`src/rtl/level_slicer_pkg.sv`:
```
// level_slicer_pkg: shared state encoding, default widths and event word layout for level_slicer.
package level_slicer_pkg;
  typedef enum logic [1:0] {LOW, RISE_PEND, HIGH, FALL_PEND} state_t;
  localparam int DEF_HOLD_W = 8;
  localparam int DEF_TS_W = 16;
  // Event word is {rise, ts}: timestamp from EVT_TS_LSB, rise bit directly above it.
  localparam int EVT_TS_LSB = 0;
endpackage

```
`src/rtl/evt_slot.sv`:
```
// evt_slot: single-entry valid/ready event register; a new event arriving while one is stalled is dropped and flags ovf.
module evt_slot
  import level_slicer_pkg::*;
#(
  parameter int TS_W = DEF_TS_W
) (
  input  logic            clk,
  input  logic            rst,
  input  logic            push,
  input  logic            push_rise,
  input  logic [TS_W-1:0] push_time,
  output logic            evt_valid,
  input  logic            evt_ready,
  output logic            evt_rise,
  output logic [TS_W-1:0] evt_time,
  output logic            ovf,
  input  logic            ovf_clr
);
  logic [EVT_TS_LSB+TS_W:0] word;
  logic xfer, load, drop;
  assign xfer = evt_valid && evt_ready;
  assign load = push && (!evt_valid || xfer);
  assign drop = push && evt_valid && !evt_ready;
  always_ff @(posedge clk) begin
    if (rst) begin
      evt_valid <= 1'b0;
      word <= '0;
      ovf <= 1'b0;
    end else begin
      evt_valid <= load || (evt_valid && !xfer);
      if (load) word <= {push_rise, push_time};
      ovf <= drop || (ovf && !ovf_clr);
    end
  end
  assign evt_rise = word[EVT_TS_LSB+TS_W];
  assign evt_time = word[EVT_TS_LSB +: TS_W];
endmodule

```
`src/rtl/level_slicer.sv`:
```
// level_slicer: hysteresis + hold-count debouncer producing a sliced level and rise/fall events.
// Define LEVEL_SLICER_TS_EN to timestamp events; otherwise evt_time is 0.
module level_slicer
  import level_slicer_pkg::*;
#(
  parameter int HOLD_W = DEF_HOLD_W,
  parameter int TS_W = DEF_TS_W
) (
  input  logic              clk,
  input  logic              rst,
  input  logic [15:0]       din,
  input  logic [15:0]       thr_hi,
  input  logic [15:0]       thr_lo,
  input  logic [HOLD_W-1:0] hold,
  output logic              level,
  output logic              evt_valid,
  input  logic              evt_ready,
  output logic              evt_rise,
  output logic [TS_W-1:0]   evt_time,
  output logic              ovf,
  input  logic              ovf_clr
);
  state_t state, nstate;
  logic [HOLD_W-1:0] cnt, ncnt;
  logic nlevel;
  logic [TS_W-1:0] ts_next;
  always_ff @(posedge clk) begin
    if (rst) begin
      state <= LOW;
      cnt <= '0;
    end else begin
      state <= nstate;
      cnt <= ncnt;
    end
  end
  // Each state compares only against its own threshold, even if thr_lo > thr_hi.
  always_comb begin
    nstate = state;
    ncnt = cnt;
    case (state)
      LOW: if (din >= thr_hi) begin
        nstate = hold == '0 ? HIGH : RISE_PEND;
        ncnt = hold == '0 ? '0 : HOLD_W'(1);
      end
      RISE_PEND: begin
        nstate = din < thr_hi ? LOW : cnt == hold ? HIGH : RISE_PEND;
        ncnt = (din < thr_hi || cnt == hold) ? '0 : cnt + HOLD_W'(1);
      end
      HIGH: if (din < thr_lo) begin
        nstate = hold == '0 ? LOW : FALL_PEND;
        ncnt = hold == '0 ? '0 : HOLD_W'(1);
      end
      FALL_PEND: begin
        nstate = din >= thr_lo ? HIGH : cnt == hold ? LOW : FALL_PEND;
        ncnt = (din >= thr_lo || cnt == hold) ? '0 : cnt + HOLD_W'(1);
      end
    endcase
  end
  always_comb begin
    level = state == HIGH || state == FALL_PEND;
    nlevel = nstate == HIGH || nstate == FALL_PEND;
  end
`ifdef LEVEL_SLICER_TS_EN
  logic [TS_W-1:0] ts;
  always_ff @(posedge clk) ts <= rst ? '0 : ts + TS_W'(1);
  // Events carry the count of the cycle in which the new level is visible.
  assign ts_next = ts + TS_W'(1);
`else
  assign ts_next = '0;
`endif
  evt_slot #(.TS_W(TS_W)) u_slot (
    .clk(clk),
    .rst(rst),
    .push(nlevel != level),
    .push_rise(nlevel),
    .push_time(ts_next),
    .evt_valid(evt_valid),
    .evt_ready(evt_ready),
    .evt_rise(evt_rise),
    .evt_time(evt_time),
    .ovf(ovf),
    .ovf_clr(ovf_clr)
  );
endmodule
```
`config.mk`:
```
export PLATFORM = sky130hd
export DESIGN_NAME = level_slicer
export DESIGN_NICKNAME = d
export VERILOG_FILES = /design/src/rtl/level_slicer_pkg.sv /design/src/rtl/evt_slot.sv /design/src/rtl/level_slicer.sv
export SDC_FILE = /design/constraint.sdc
export NUM_CORES = 1
export LEC_CHECK = 0
export ABC_CLOCK_PERIOD_IN_PS = 2900
export BUFFER_PORTS_ARGS = -buffer_cell sky130_fd_sc_hd__buf_2
export CAP_MARGIN = 20
export CORE_ASPECT_RATIO = 0.9
export CORE_MARGIN = 10
export CORE_UTILIZATION = 35
export DETAILED_ROUTE_END_ITERATION = 10
export PLACE_DENSITY = 0.59
export SLEW_MARGIN = 20
export SYNTH_ARGS = -nofsm -noshare
export SYNTH_HDL_FRONTEND = slang
export SYNTH_SLANG_ARGS = --single-unit
export TNS_END_PERCENT = 5
```
`constraint.sdc`:
```
create_clock -name clk -period 2.9 [get_ports clk]
set_input_delay 0.145 -clock clk [delete_from_list [all_inputs] [get_ports clk]]
set_output_delay 0.145 -clock clk [all_outputs]
set_load 0.03 [all_outputs]
```
Word level (Yosys, flattened, before mapping)
Index checks and enable logic that the tools add are counted.
- output and inout bits: 20
- register bits: 13
- input bits: 60
- word-level logic and storage cells: 54
- equality and inequality tests: 9
- reductions and logical operators: 20
- $add $sub $neg: 1
- muxes and demuxes: 15
- magnitude comparators: 4
- operators with widths (cell ; number):
    greater-or-equal comparator 16 bit ; 2
    < comparator 16 bit ; 2
    two-way mux 8 bit ; 4
    case mux 8 bit (4 select lines) ; 1
    two-way mux 2 bit ; 8
    adder 8 x 1 -> 8 bit (second input constant) ; 1
    equality test 2 bit (second input constant) ; 4
    equality test 8 bit ; 1
    zero test 8 bit ; 1
    case mux 2 bit (4 select lines) ; 1
    logical OR 1 bit ; 7
    logical AND 1 bit ; 6
    zero test 1 bit ; 4
    inequality test 2 bit (second input constant) ; 2
    equality test 2 x 1 -> 1 bit (second input constant) ; 1
    zero test 2 bit ; 1
    AND reduction 2 bit ; 1
    two-way mux 1 bit ; 1
    inequality test 1 bit ; 1

Depth between registers and ports, before layout
- depth after elaboration: 10
- depth in mapped cells: 10
- gate-level depth less buffers: 9

By module
A second synthesis with hierarchy kept.
- cells, all modules: 278
- area total of the unflattened synthesis: 2411.1 um^2
- by module, submodules not included (module ; instances ; area each (um^2) ; cells an instance):
    level_slicer ; 1 ; 1560.2 ; 196
    evt_slot ; 1 ; 850.8 ; 82

Worst setup path after synthesis
OpenSTA, ideal clock, no wires.
- kind: in2reg
- start: input thr_lo[14]
- end: register cnt[7]
- setup slack: 0.838 ns
- path buffers: 1
- stages on the path: 10
- data required time: 2.826 ns
- data arrival time: 1.988 ns
- cells stage by stage: inv_1 > ha_1 > a21oi_2 > nand2_1 > a221o_1 > or3_4 > o22ai_4 > buf_6 > a41oi_2 > a31oi_2
- cells in the longest elaborated chain, start to end: 4
- elaborated cells on any way between the ends: 7
- ends and longest elaborated chain (element ; RTL line ; source):
    start, declared ; level_slicer.sv:13 ; input logic [15:0] thr_lo,
    greater-or-equal comparator 16 bit ; level_slicer.sv:55 ; ncnt = (din >= thr_lo || cnt == hold) ? '0 : cnt + HOLD_W'(1);
    logical OR 1 bit ; level_slicer.sv:55 ;
    two-way mux 8 bit ; level_slicer.sv:55 ;
    case mux 8 bit (4 select lines) ; level_slicer.sv:40 ; case (state)
    end signal, assigned ; level_slicer.sv:33 ; cnt <= ncnt;
    end, declared ; level_slicer.sv:24 ; logic [HOLD_W-1:0] cnt, ncnt;
Parallel ways exist; a longest one is shown, timed or not.
A chain may end at the register's enable or synchronous reset.

Worst setup path after layout
- start: input din[13]
- end: register cnt[3]
- cells in the longest elaborated chain, start to end: 4
- elaborated cells on any way between the ends: 12
- ends and longest elaborated chain (element ; RTL line ; source):
    start, declared ; level_slicer.sv:11 ; input logic [15:0] din,
    greater-or-equal comparator 16 bit or < comparator 16 bit (tied branches) ; level_slicer.sv:55, level_slicer.sv:47 ;
    logical OR 1 bit (on tied branches) ; level_slicer.sv:55, level_slicer.sv:47 ;
    two-way mux 8 bit (on tied branches) ; level_slicer.sv:55, level_slicer.sv:47 ;
    case mux 8 bit (4 select lines) ; level_slicer.sv:40 ;
Parallel ways exist; a longest one is shown, timed or not.

==> flow_summary.json <==
{
  "status": "complete, no violations",
  "drt-vias-per-instance": 4.706,
  "area_growth_pct": 19.75,
  "clockBufferDepth": 2,
  "finalPower_uw": 589.9,
  "stdcell_count": 350,
  "worstPathMaxFanout": 6,
  "grt_max_degree": 14,
  "arrival_ps": 2220,
  "drc": 0,
  "num_rows": 24,
  "synth_ff_type": "dfxtp_1",
  "crit_type": "input pin to flop",
  "drt_pass1_iterations": 4,
  "finalWorstSetupSlack_ps": 851.3,
  "grt_pass1_wl_um": 7113,
  "n_antenna_cell": 0,
  "max-cap-violations": 0,
  "min_path_type": "input pin to flop",
  "slew_headroom_pct": 66.73,
  "finalCritPeriodShare_pct": 70.64,
  "required_ps": 3070,
  "hpwlAfterDp_um": 4034,
  "seq_area_frac_synth_pct": 14.62,
  "setup_viol": 0,
  "worst_setup_path_end_kind": "flop",
  "cts_resized": 0,
  "fin_area_mm2": 0.002132,
  "ios": 80,
  "clk_pin_slew_ps": 60,
  "tightest_slew_ps": 494.5,
  "pre_cts_ws_ps": 592.0,
  "cts-hold-fix-buffers": 0,
  "skew_ps": 3.246,
  "die_area_mm2": 0.008344,
  "layout_commonest_cell": "buf_2",
  "globalRoute.totalOverflow": 0,
  "io_buffers": 63,
  "antenna_left": 0,
  "die_w_um": 95.18,
  "startpoint_type": "input pin",
  "htreeDepth": 1,
  "synth_area_per_cell_um2": 7.948,
  "core_mm2": 0.004895,
  "yosysUniqueCellTypes": 48,
  "clock_sinks": 13,
  "p_leak_nw": 1.128,
  "final_nets": 379,
  "synth.ff_latch_count": 13,
  "powerDensity_mw_per_mm2": 276.7,
  "final_util_pct": 43.56,
  "wirelength_um": 4547,
  "drive_gt1_share_pct": 27.37,
  "post-cts-setup-buffers": 0,
  "cts_tree": "yes",
  "synth_edf_count": 0,
  "gp_congestion": 0.7705,
  "initial_core_util_pct": 36.38,
  "hold_viol": 0,
  "grt_pass1_vias": 1672,
  "synthCells": 224,
  "setup_tns_ps": 0,
  "rsz0062_at_grt": "no",
  "fmax_mhz": 488.1,
  "place_inst": 346,
  "ys.warnings.count": 0,
  "peakVddDrop_uv": 147.1,
  "clock_latency_ps": 240,
  "layout_common_cells": "63 x buf_2, 37 x inv_1, 33 x ha_1",
  "fillers": 515,
  "slew_violations": 0,
  "grt_util_all_layers_pct": 10.20,
  "drtIter0Drc": 67,
  "layout_min_cycle_time_ps": 2049,
  "postPlaceCellArea_mm2": 0.002087,
  "cts-buffers-inserted": 3,
  "fin_hold_ws_ps": 198.0,
  "antenna_found_initial": 0,
  "vias": 1647,
  "syn_area_mm2": 0.001780,
  "root_buffer": "clkbuf_8",
  "wl_per_cell_um": 12.99,
  "die_height_um": 87.67,
  "async_flop_share_pct": 0
}
cell families after synthesis:
family	synth area share (%)
buffers and inverters	16.02
and+or+nand+nor	17.36
AOI/OAI and AO/OA	22.91
adders and majority gates	23.19
DFF	14.62
xor gates and xnor gates	4.428
other	0.2106
muxes	1.265
path summary, 6_finish.rpt:
kind / endpoint / start / depth (start not counted) / slack, ps
worst max register to register: u_slot.word[16] / cnt[6] / 7 / 990
worst min-delay path: cnt[1] / rst / 2 / 200
worst min register to register: cnt[7] / cnt[7] / 1 / 500
worst max-delay path: cnt[3] / din[13] / 9 / 850
layout make-up:
| type | instances | area (um2) | share of cell area, % |
|---|---|---|---|
| Timing Repair Buffer | 63 | 315.3 | 14.79 |
| Inverter | 37 | 138.9 | 6.514 |
| Sequential cell | 13 | 260.3 | 12.21 |
| Tap cell | 65 | 81.33 | 3.815 |
| Multi-Input combinational cell | 168 | 1291 | 60.56 |
| Clock buffer | 4 | 45.04 | 2.113 |
sequential cells by signal, indices dropped and copies added, names as in the netlist:
signal,cells
u_slot.ovf,1
state,2
u_slot.evt_valid,1
u_slot.word,1
cnt,8
per-layer routing:
layer	up-vias	track usage, %	part of all wire, %
li1	889	-	-
met1	698	13.04	48
met2	58	16.35	41
met3	2	3.593	9.7
met4	0	1.630	0.55
met5	-	0	0
cells in the mapped netlist (2+ instances only):
cell	count	share of area (%)
a211oi_2	2	1.4
a21o_1	3	1.3
a21oi_1	18	5.1
a31oi_1	4	1.4
and3_1	3	1.1
buf_4	16	6.7
clkbuf_1	4	0.84
dfxtp_1	13	15
ha_1	33	23
inv_1	37	7.8
nand2_1	10	2.1
nand2b_1	5	1.8
nand3_1	7	2.0
nand4_1	9	3.2
nor2_1	5	1.1
nor2b_1	3	1.1
nor3_1	2	0.56
nor3b_1	2	0.84
nor4_1	5	1.8
o211ai_1	3	1.3
o21a_1	3	1.3
o21ai_1	4	1.1
xor2_1	8	3.9
power breakdown:
part | leakage [nW] | switching, mW | internal, mW | total (mW)
Combinational | 1.00 | 0.136 | 0.0985 | 0.234
Clock | 0.0228 | 0.0665 | 0.0972 | 0.164
Sequential | 0.105 | 0.00851 | 0.183 | 0.192
worst max-delay path, stage by stage:
cell      delay (ps)
buf_2            110
ha_1             310
a21o_1           190
a21oi_1          170
o221ai_1         190
a211oi_2         310
mux2i_4          140
or3_1            440
a31oi_1          200
Note: power is estimated with default switching activity, not from simulation.
